File: src/rtl/pixel_frame_writer_pkg.sv
// Shared types and constants for the pixel frame writer (package led_matrix_pkg).
package led_matrix_pkg;

  localparam int PIX_W        = 4;
  localparam int PIX_PER_WORD = 8;
  localparam int WORD_W       = 32;

  typedef logic [PIX_W-1:0] pix_t;

  typedef enum logic {
    PACK  = 1'b0,
    CLEAR = 1'b1
  } wr_state_t;

  function automatic logic [WORD_W-1:0] fill_word(input pix_t color);
    return {PIX_PER_WORD{color}};
  endfunction

endpackage

File: src/rtl/pix_word_packer.sv
// Packs accepted 4-bit pixels into a 32-bit word, pixel n landing in nibble n.
module pix_word_packer
  import led_matrix_pkg::*;
(
  input  logic              clk,
  input  logic              rst,
  input  logic              accept,
  input  logic              sof,
  input  logic              flush,
  input  pix_t              pix,
  output logic [2:0]        nib_cnt,
  output logic              word_full,
  output logic [WORD_W-1:0] word
);

  logic [2:0]        nib_cnt_q, nib_cnt_d;
  logic [WORD_W-1:0] word_q, word_d;
  logic [2:0]        nib_idx;
  logic [WORD_W-1:0] base;

  always_comb begin
    // A start-of-frame pixel restarts the word, dropping any partial content.
    nib_idx = sof ? 3'd0 : nib_cnt_q;
    base    = sof ? '0 : word_q;
    word    = base;
    for (int i = 0; i < PIX_PER_WORD; i++) begin
      if (3'(i) == nib_idx) word[i*PIX_W +: PIX_W] = pix;
    end
    word_full = accept && (nib_idx == 3'd7);

    nib_cnt_d = nib_cnt_q;
    word_d    = word_q;
    if (flush) begin
      nib_cnt_d = 3'd0;
      word_d    = '0;
    end else if (accept) begin
      nib_cnt_d = nib_idx + 3'd1;
      word_d    = word;
    end
  end

  always_ff @(posedge clk or posedge rst) begin
    if (rst) begin
      nib_cnt_q <= 3'd0;
      word_q    <= '0;
    end else begin
      nib_cnt_q <= nib_cnt_d;
      word_q    <= word_d;
    end
  end

  assign nib_cnt = nib_cnt_q;

endmodule

File: src/rtl/pixel_frame_writer.sv
// Pixel stream to lower-half RAM column writer with whole-frame fill command.
// Optional macro PIXEL_FRAME_WRITER_STATUS_EN adds the short_frames counter port.
//
// state | meaning
// PACK  | packing accepted pixels, one word write per 8 pixels
// CLEAR | writing the latched fill colour to every frame word
module pixel_frame_writer
  import led_matrix_pkg::*;
#(
  parameter int ADDR_W      = 10,
  parameter int FRAME_WORDS = 1024
) (
  input  logic              clk,
  input  logic              rst,
  input  logic              pix_valid,
  output logic              pix_ready,
  input  pix_t              pix_data,
  input  logic              pix_sof,
  input  logic              clear_req,
  input  pix_t              clear_color,
  output logic              clear_done,
  output logic              frame_done,
`ifdef PIXEL_FRAME_WRITER_STATUS_EN
  output logic [7:0]        short_frames,
`endif
  output logic              we_lower,
  output logic [ADDR_W-1:0] wraddr_col_lower,
  output logic [WORD_W-1:0] din_col_lower
);

  localparam logic [ADDR_W-1:0] LAST_ADDR = ADDR_W'(FRAME_WORDS - 1);
  localparam logic [ADDR_W-1:0] FILL_NEXT = (FRAME_WORDS == 1) ? '0 : ADDR_W'(1);

  wr_state_t         state_q, state_d;
  logic [ADDR_W-1:0] word_addr_q, word_addr_d;
  pix_t              color_q, color_d;
  logic              we_q, we_d;
  logic [ADDR_W-1:0] wraddr_q, wraddr_d;
  logic [WORD_W-1:0] din_q, din_d;
  logic              clear_done_q, clear_done_d;
  logic              frame_done_q, frame_done_d;

  logic              accept;
  logic              flush;
  logic [ADDR_W-1:0] eff_addr;
  logic [2:0]        nib_cnt;
  logic              word_full;
  logic [WORD_W-1:0] packed_word;

  pix_word_packer u_packer (
    .clk       (clk),
    .rst       (rst),
    .accept    (accept),
    .sof       (pix_sof),
    .flush     (flush),
    .pix       (pix_data),
    .nib_cnt   (nib_cnt),
    .word_full (word_full),
    .word      (packed_word)
  );

  always_comb begin
    pix_ready = (state_q == PACK) && !clear_req;
    accept    = pix_valid && pix_ready;
    flush     = (state_q == PACK) && clear_req;
    eff_addr  = (accept && pix_sof) ? '0 : word_addr_q;

    state_d      = state_q;
    word_addr_d  = word_addr_q;
    color_d      = color_q;
    we_d         = 1'b0;
    wraddr_d     = wraddr_q;
    din_d        = din_q;
    clear_done_d = 1'b0;
    frame_done_d = 1'b0;

    case (state_q)
      PACK: begin
        if (clear_req) begin
          // First fill write is issued right away so it lands the next cycle.
          state_d     = CLEAR;
          color_d     = clear_color;
          we_d        = 1'b1;
          wraddr_d    = '0;
          din_d       = fill_word(clear_color);
          word_addr_d = FILL_NEXT;
        end else begin
          word_addr_d = eff_addr;
          if (word_full) begin
            we_d         = 1'b1;
            wraddr_d     = eff_addr;
            din_d        = packed_word;
            frame_done_d = (eff_addr == LAST_ADDR);
            word_addr_d  = (eff_addr == LAST_ADDR) ? '0 : eff_addr + 1'b1;
          end
        end
      end
      CLEAR: begin
        // The write currently on the port is the last one once it shows LAST_ADDR.
        if (wraddr_q == LAST_ADDR) begin
          state_d      = PACK;
          clear_done_d = 1'b1;
          word_addr_d  = '0;
        end else begin
          we_d        = 1'b1;
          wraddr_d    = word_addr_q;
          din_d       = fill_word(color_q);
          word_addr_d = word_addr_q + 1'b1;
        end
      end
      default: state_d = PACK;
    endcase
  end

  always_ff @(posedge clk or posedge rst) begin
    if (rst) begin
      state_q      <= PACK;
      word_addr_q  <= '0;
      color_q      <= '0;
      we_q         <= 1'b0;
      wraddr_q     <= '0;
      din_q        <= '0;
      clear_done_q <= 1'b0;
      frame_done_q <= 1'b0;
    end else begin
      state_q      <= state_d;
      word_addr_q  <= word_addr_d;
      color_q      <= color_d;
      we_q         <= we_d;
      wraddr_q     <= wraddr_d;
      din_q        <= din_d;
      clear_done_q <= clear_done_d;
      frame_done_q <= frame_done_d;
    end
  end

  assign we_lower         = we_q;
  assign wraddr_col_lower = wraddr_q;
  assign din_col_lower    = din_q;
  assign clear_done       = clear_done_q;
  assign frame_done       = frame_done_q;

`ifdef PIXEL_FRAME_WRITER_STATUS_EN
  logic [7:0] short_frames_q, short_frames_d;

  always_comb begin
    short_frames_d = short_frames_q;
    if (accept && pix_sof && ((nib_cnt != 3'd0) || (word_addr_q != '0)) &&
        (short_frames_q != 8'hFF)) begin
      short_frames_d = short_frames_q + 8'd1;
    end
  end

  always_ff @(posedge clk or posedge rst) begin
    if (rst) short_frames_q <= 8'd0;
    else     short_frames_q <= short_frames_d;
  end

  assign short_frames = short_frames_q;
`else
  logic unused_nib_cnt;
  assign unused_nib_cnt = ^nib_cnt;
`endif

endmodule

File: config.mk
export PLATFORM = sky130hd
export DESIGN_NAME = pixel_frame_writer
export DESIGN_NICKNAME = d
export VERILOG_FILES = /design/src/rtl/pixel_frame_writer_pkg.sv /design/src/rtl/pix_word_packer.sv /design/src/rtl/pixel_frame_writer.sv
export SDC_FILE = /design/constraint.sdc
export NUM_CORES = 1
export LEC_CHECK = 0
export ABC_AREA = 1
export BUFFER_PORTS_ARGS = -buffer_cell sky130_fd_sc_hd__buf_4
export CORE_ASPECT_RATIO = 0.5
export CORE_MARGIN = 4
export CORE_UTILIZATION = 42
export DETAILED_ROUTE_END_ITERATION = 16
export SYNTH_ARGS = -nofsm -noshare
export SYNTH_HDL_FRONTEND = slang
export SYNTH_SLANG_ARGS = --single-unit
File: constraint.sdc
create_clock -name clk -period 9.91 [get_ports clk]
set_input_delay 2.973 -clock clk [delete_from_list [all_inputs] [get_ports clk]]
set_output_delay 2.973 -clock clk [all_outputs]
set_load 0.05 [all_outputs]
# Word level (Yosys, flattened, before mapping)
# Index checks and enable logic that the tools add are counted.
# op_classes
n_addsub,3
eq_ne,12
n_mux,39
n_bitwise,1
n_reduce_logical,10
# ops
cell,n
two-way mux 32 bit,6
two-way mux 10 bit,8
case mux 32 bit (2 select lines),1
case mux 10 bit (2 select lines),2
two-way mux 4 bit,8
adder 10 x 1 -> 10 bit (second input constant),2
== test 10 bit (second input constant),2
== test 3 bit (first input constant),4
two-way mux 1 bit,9
two-way mux 3 bit,3
== test 2 x 3 -> 1 bit (first input constant),2
logical AND 1 bit,5
case mux 1 bit (2 select lines),2
AND reduction 2 bit,2
adder 3 x 1 -> 3 bit (second input constant),1
== test 1 x 3 -> 1 bit (first input constant),1
== test 3 bit (second input constant),1
logical NOT 3 bit,1
!= test 3 x 2 -> 1 bit (second input constant),1
!= test 2 bit (second input constant),1
nonzero test 2 bit,1
logical NOT 1 bit,1
inverter 1 bit,1
# totals
regBits,95
word_cells,75

# Logic depth before layout (Yosys ltp)
# logic_depth
depth_word,10
mapped_depth,13
ltp_nobuf,12

# Hierarchy
# Synthesis repeated with hierarchy kept, for this count alone.
# unflattened
hier_cells,738
hier_area_um2,5273.8
# modules_own_cells
module,instances,cells_each,area_each_um2,seq_area_each_um2
pixel_frame_writer,1,432,3126.7,1501.4
pix_word_packer,1,306,2147.1,875.8

# Worst setup path after synthesis
# No wires, ideal clock.
# synth_timing
path_kind,input to output
startpoint,input clear_req
endpoint,output pix_ready
arrival_time_ps,3918
required_time_ps,6937
path_slack_ps,3019
cell_stages,3
path_cell_list,nor2_2 buf_2 buf_1
# synth_between
elab_chain_cells,2
# synth_rtl
element,line,source
start: declaration,pixel_frame_writer.sv:19,"input logic clear_req,"
logical NOT 1 bit,pixel_frame_writer.sv:63,pix_ready = (state_q == PACK) && !clear_req;
logical AND 1 bit,pixel_frame_writer.sv:63,
end: declaration,pixel_frame_writer.sv:16,"output logic pix_ready,"
# Every way passes these cells.

# Worst setup path in the final report
# Same ends and word-level chain as after synthesis.

==> flow_summary.ini <==
[cts]
clock_latency_ns = 0.35
postCtsSetupRepairBufs = 0
root_buffer = clkbuf_16
path_clk_slew_ns = 0.06
cts_made_buffers = 9
clk_path_buf_depth = 2
cts_resized = 0
htreeDepth = 3
cts_hold_buf = 0
cts_sinks = 95
cts_tree = done

[sta]
slew_violations = 0
slew_headroom_pct = 34.3
finalCritPeriodShare_pct = 70.2
worst_pin_slew_ns = 0.979
setup_tns_ns = 0
fmax_mhz = 144
fin_crit_ns = 6.95
hold_viol_final = 0
rsz0062_at_grt = false
finClkSkew_ns = 0.0126
finalSetupViolCount = 0
setup_slack_ns = 2.96

[detailed_routing]
drc = 0
dr.pass1.iters = 4
drtIter0Drc = 290
antenna_left = 0
wl_per_cell_um = 15.8
vias_per_cell = 5.34
num_vias = 4162
totalWireLength_um = 12300

[yosys]
synth_top_family_by_area = simple AND/OR/NAND/NOR gates
synthSimpleGateAreaFrac_pct = 26.3
synth_edf_count = 0
syn_area_sq_um = 4740
synth_nets = 607
seq_area_frac_synth_pct = 50.1
synthMuxAreaShare_pct = 0
synthFlopType = dfrtp_1
yosys_warnings = 0
syn_avg_cell_area_sq_um = 8.09
synth_seq_cells = 95
synth_xor_area_share_pct = 1.48
synth-async-reset-ratio_pct = 100
synthDistinctLibCells = 30
synth_cells = 586
synth_compound_area_share_pct = 14.1
synthAdderAreaFrac_pct = 2.11

[min_path]
min_from = u_packer.word_q[7]$_DFFE_PP0P_
holdPathEnd = u_packer.word_q[7]$_DFFE_PP0P_
hold_class = reg -> reg
holdPathStages = 2

[power_and_ir_drop]
p_clk_share_pct = 19.5
p_sw_share_pct = 47.1
p_leak_nw = 2.65
p_sw_w = 0.000914
vdd_drop_max_uv = 199
p_comb_share_pct = 48.0
pwr-share-seq_pct = 32.4
powerDensity_nw_per_um2 = 348
power.internal_w = 0.00103

[setup_path]
critPathSlowestCell = buf_4
slowest_delay_ns = 0.47
critPathMostFrequentCell = buf_4
endpoint_kind = primary output
worstReg2RegStart = state_q$_DFF_PP0_
critPathMaxFanout = 57
crit_type = in -> out
startpoint_type = input pin
reg2reg_to = wraddr_col_lower[0]$_DFFE_PP0P_
path_cells = buf_4 > nor2_4 > buf_4 > buf_4
worst-r2r-setup-slack_ns = 6.56
critPathRequiredTime_ns = 6.94
rr_worst_depth = 8
cp.arrival_ns = 3.98

[final_layout]
num-nets-final = 651
drive_above_1_share_pct = 14.5
syn_to_final_growth_pct = 17.8
fin_util_pct = 50.7
layout_common_cells = 107 x nand3_1, 95 x dfrtp_1, 79 x nand2_1
diodes = 0
final_common_cell = nand3_1

[die]
chipHeight_um = 83.1
coreArea_sq_um = 11000
die_w_um = 158
ioPinCount = 59
start_util_pct = 43.1
die_area_sq_um = 13200
placementRows = 27

[global_routing]
grt_first_pass_wirelength_um = 21100
overflow = 0
grt_max_degree = 83
grtUsageTotal_pct = 19.8
first_global_vias = 4145
antenna_found_initial = 0

[placement]
dp_hpwl_um = 8020
preCtsSetupSlack_ns = 2.97
port_buffers = 58
gp_congestion = 0.837

[run_status]
outcome = completed

[job]
maxCapViolations = 0
power by group through the flow:
stage                     Clock [W]  Sequential (W)  Combinational, W
after floorplan                   0        0.000919          0.000377
after global placement            0        0.000636          0.000929
after detailed placement          0        0.000638          0.000940
after CTS                  0.000385        0.000632          0.000943
after global routing       0.000400        0.000655           0.00102
final                      0.000379        0.000630          0.000933
how the worst max path moves through the flow:
| stage | endpoint | startpoint | slack [ns] |
|---|---|---|---|
| after floorplan | pix_ready | clear_req | 3.02 |
| after global placement | pix_ready | clear_req | 2.98 |
| after detailed placement | pix_ready | clear_req | 2.97 |
| after CTS | pix_ready | clear_req | 2.97 |
| after global routing | pix_ready | clear_req | 2.89 |
| final | pix_ready | clear_req | 2.96 |
Yosys cell counts (3+ instances only):
cell type  count  share of area [%]
clkbuf_1      10               0.79
o21ai_0       44                4.6
inv_1         39                3.1
nand2_2        5               0.66
buf_2          9               0.95
inv_2          3               0.24
nand4_1        8                1.1
nand2_1       79                6.3
nor3_1         4               0.42
nand3_1      107                 11
a22oi_1        8                1.3
xor2_1         5               0.92
buf_1          6               0.47
a21oi_1       58                6.1
nor2_1        67                5.3
o21ai_1       11                1.2
ha_1           8                2.1
nor2_2         4               0.53
dfrtp_1       95                 50
xnor2_1        3               0.55
cell families (layout without fill, tap and decap cells):
kind of cell | after synthesis | count (layout)
compound gates | 127 | 127
xor+xnor | 8 | 8
simple gates | 278 | 278
buf+inv | 70 | 119
flops | 95 | 95
fa+ha+maj | 8 | 8
routing by layer:
metal / routed length, um / GRT usage, % / vias to the layer above
li1: - / - / 2074
met1: 5820 / 27.9 / 1981
met2: 5700 / 31.3 / 95
met3: 669 / 4.37 / 12
met4: 129 / 4.41 / 0
met5: 0 / 0 / -
sequential cells by signal, indices dropped and copies added (netlist names):
name              cells
frame_done            1
state_q               1
color_q               4
u_packer.word_q      32
wraddr_col_lower     10
we_lower              1
din_col_lower        32
u_packer.nib_cnt      3
word_addr_q          10
clear_done            1
final cells by class:
class	count	area, sq um
fill	1102	5430
timing repair buffer	60	450
clock inverter	6	93.8
inverter	43	164
clock buffer	10	229
multi-input combinational	421	2090
sequential	95	2380
tap	145	181
worst max-delay path, delay by kind of cell:
family / cells / cell delay, ns
buf+inv: 3 / 0.91
simple gates: 1 / 0.06
per-stage QoR:
stage                     instance area [sq um]  instances  power [W]  hold slack (ns)
after floorplan                            4740        586    0.00130            0.477
after global placement                     5260        764    0.00157            0.489
after detailed placement                   5260        764    0.00158            0.498
after CTS                                  5580        780    0.00196            0.516
after global routing                       5580        780    0.00208            0.532
final                                      5580        780    0.00194            0.510
Power figures use the tool's default switching activity.
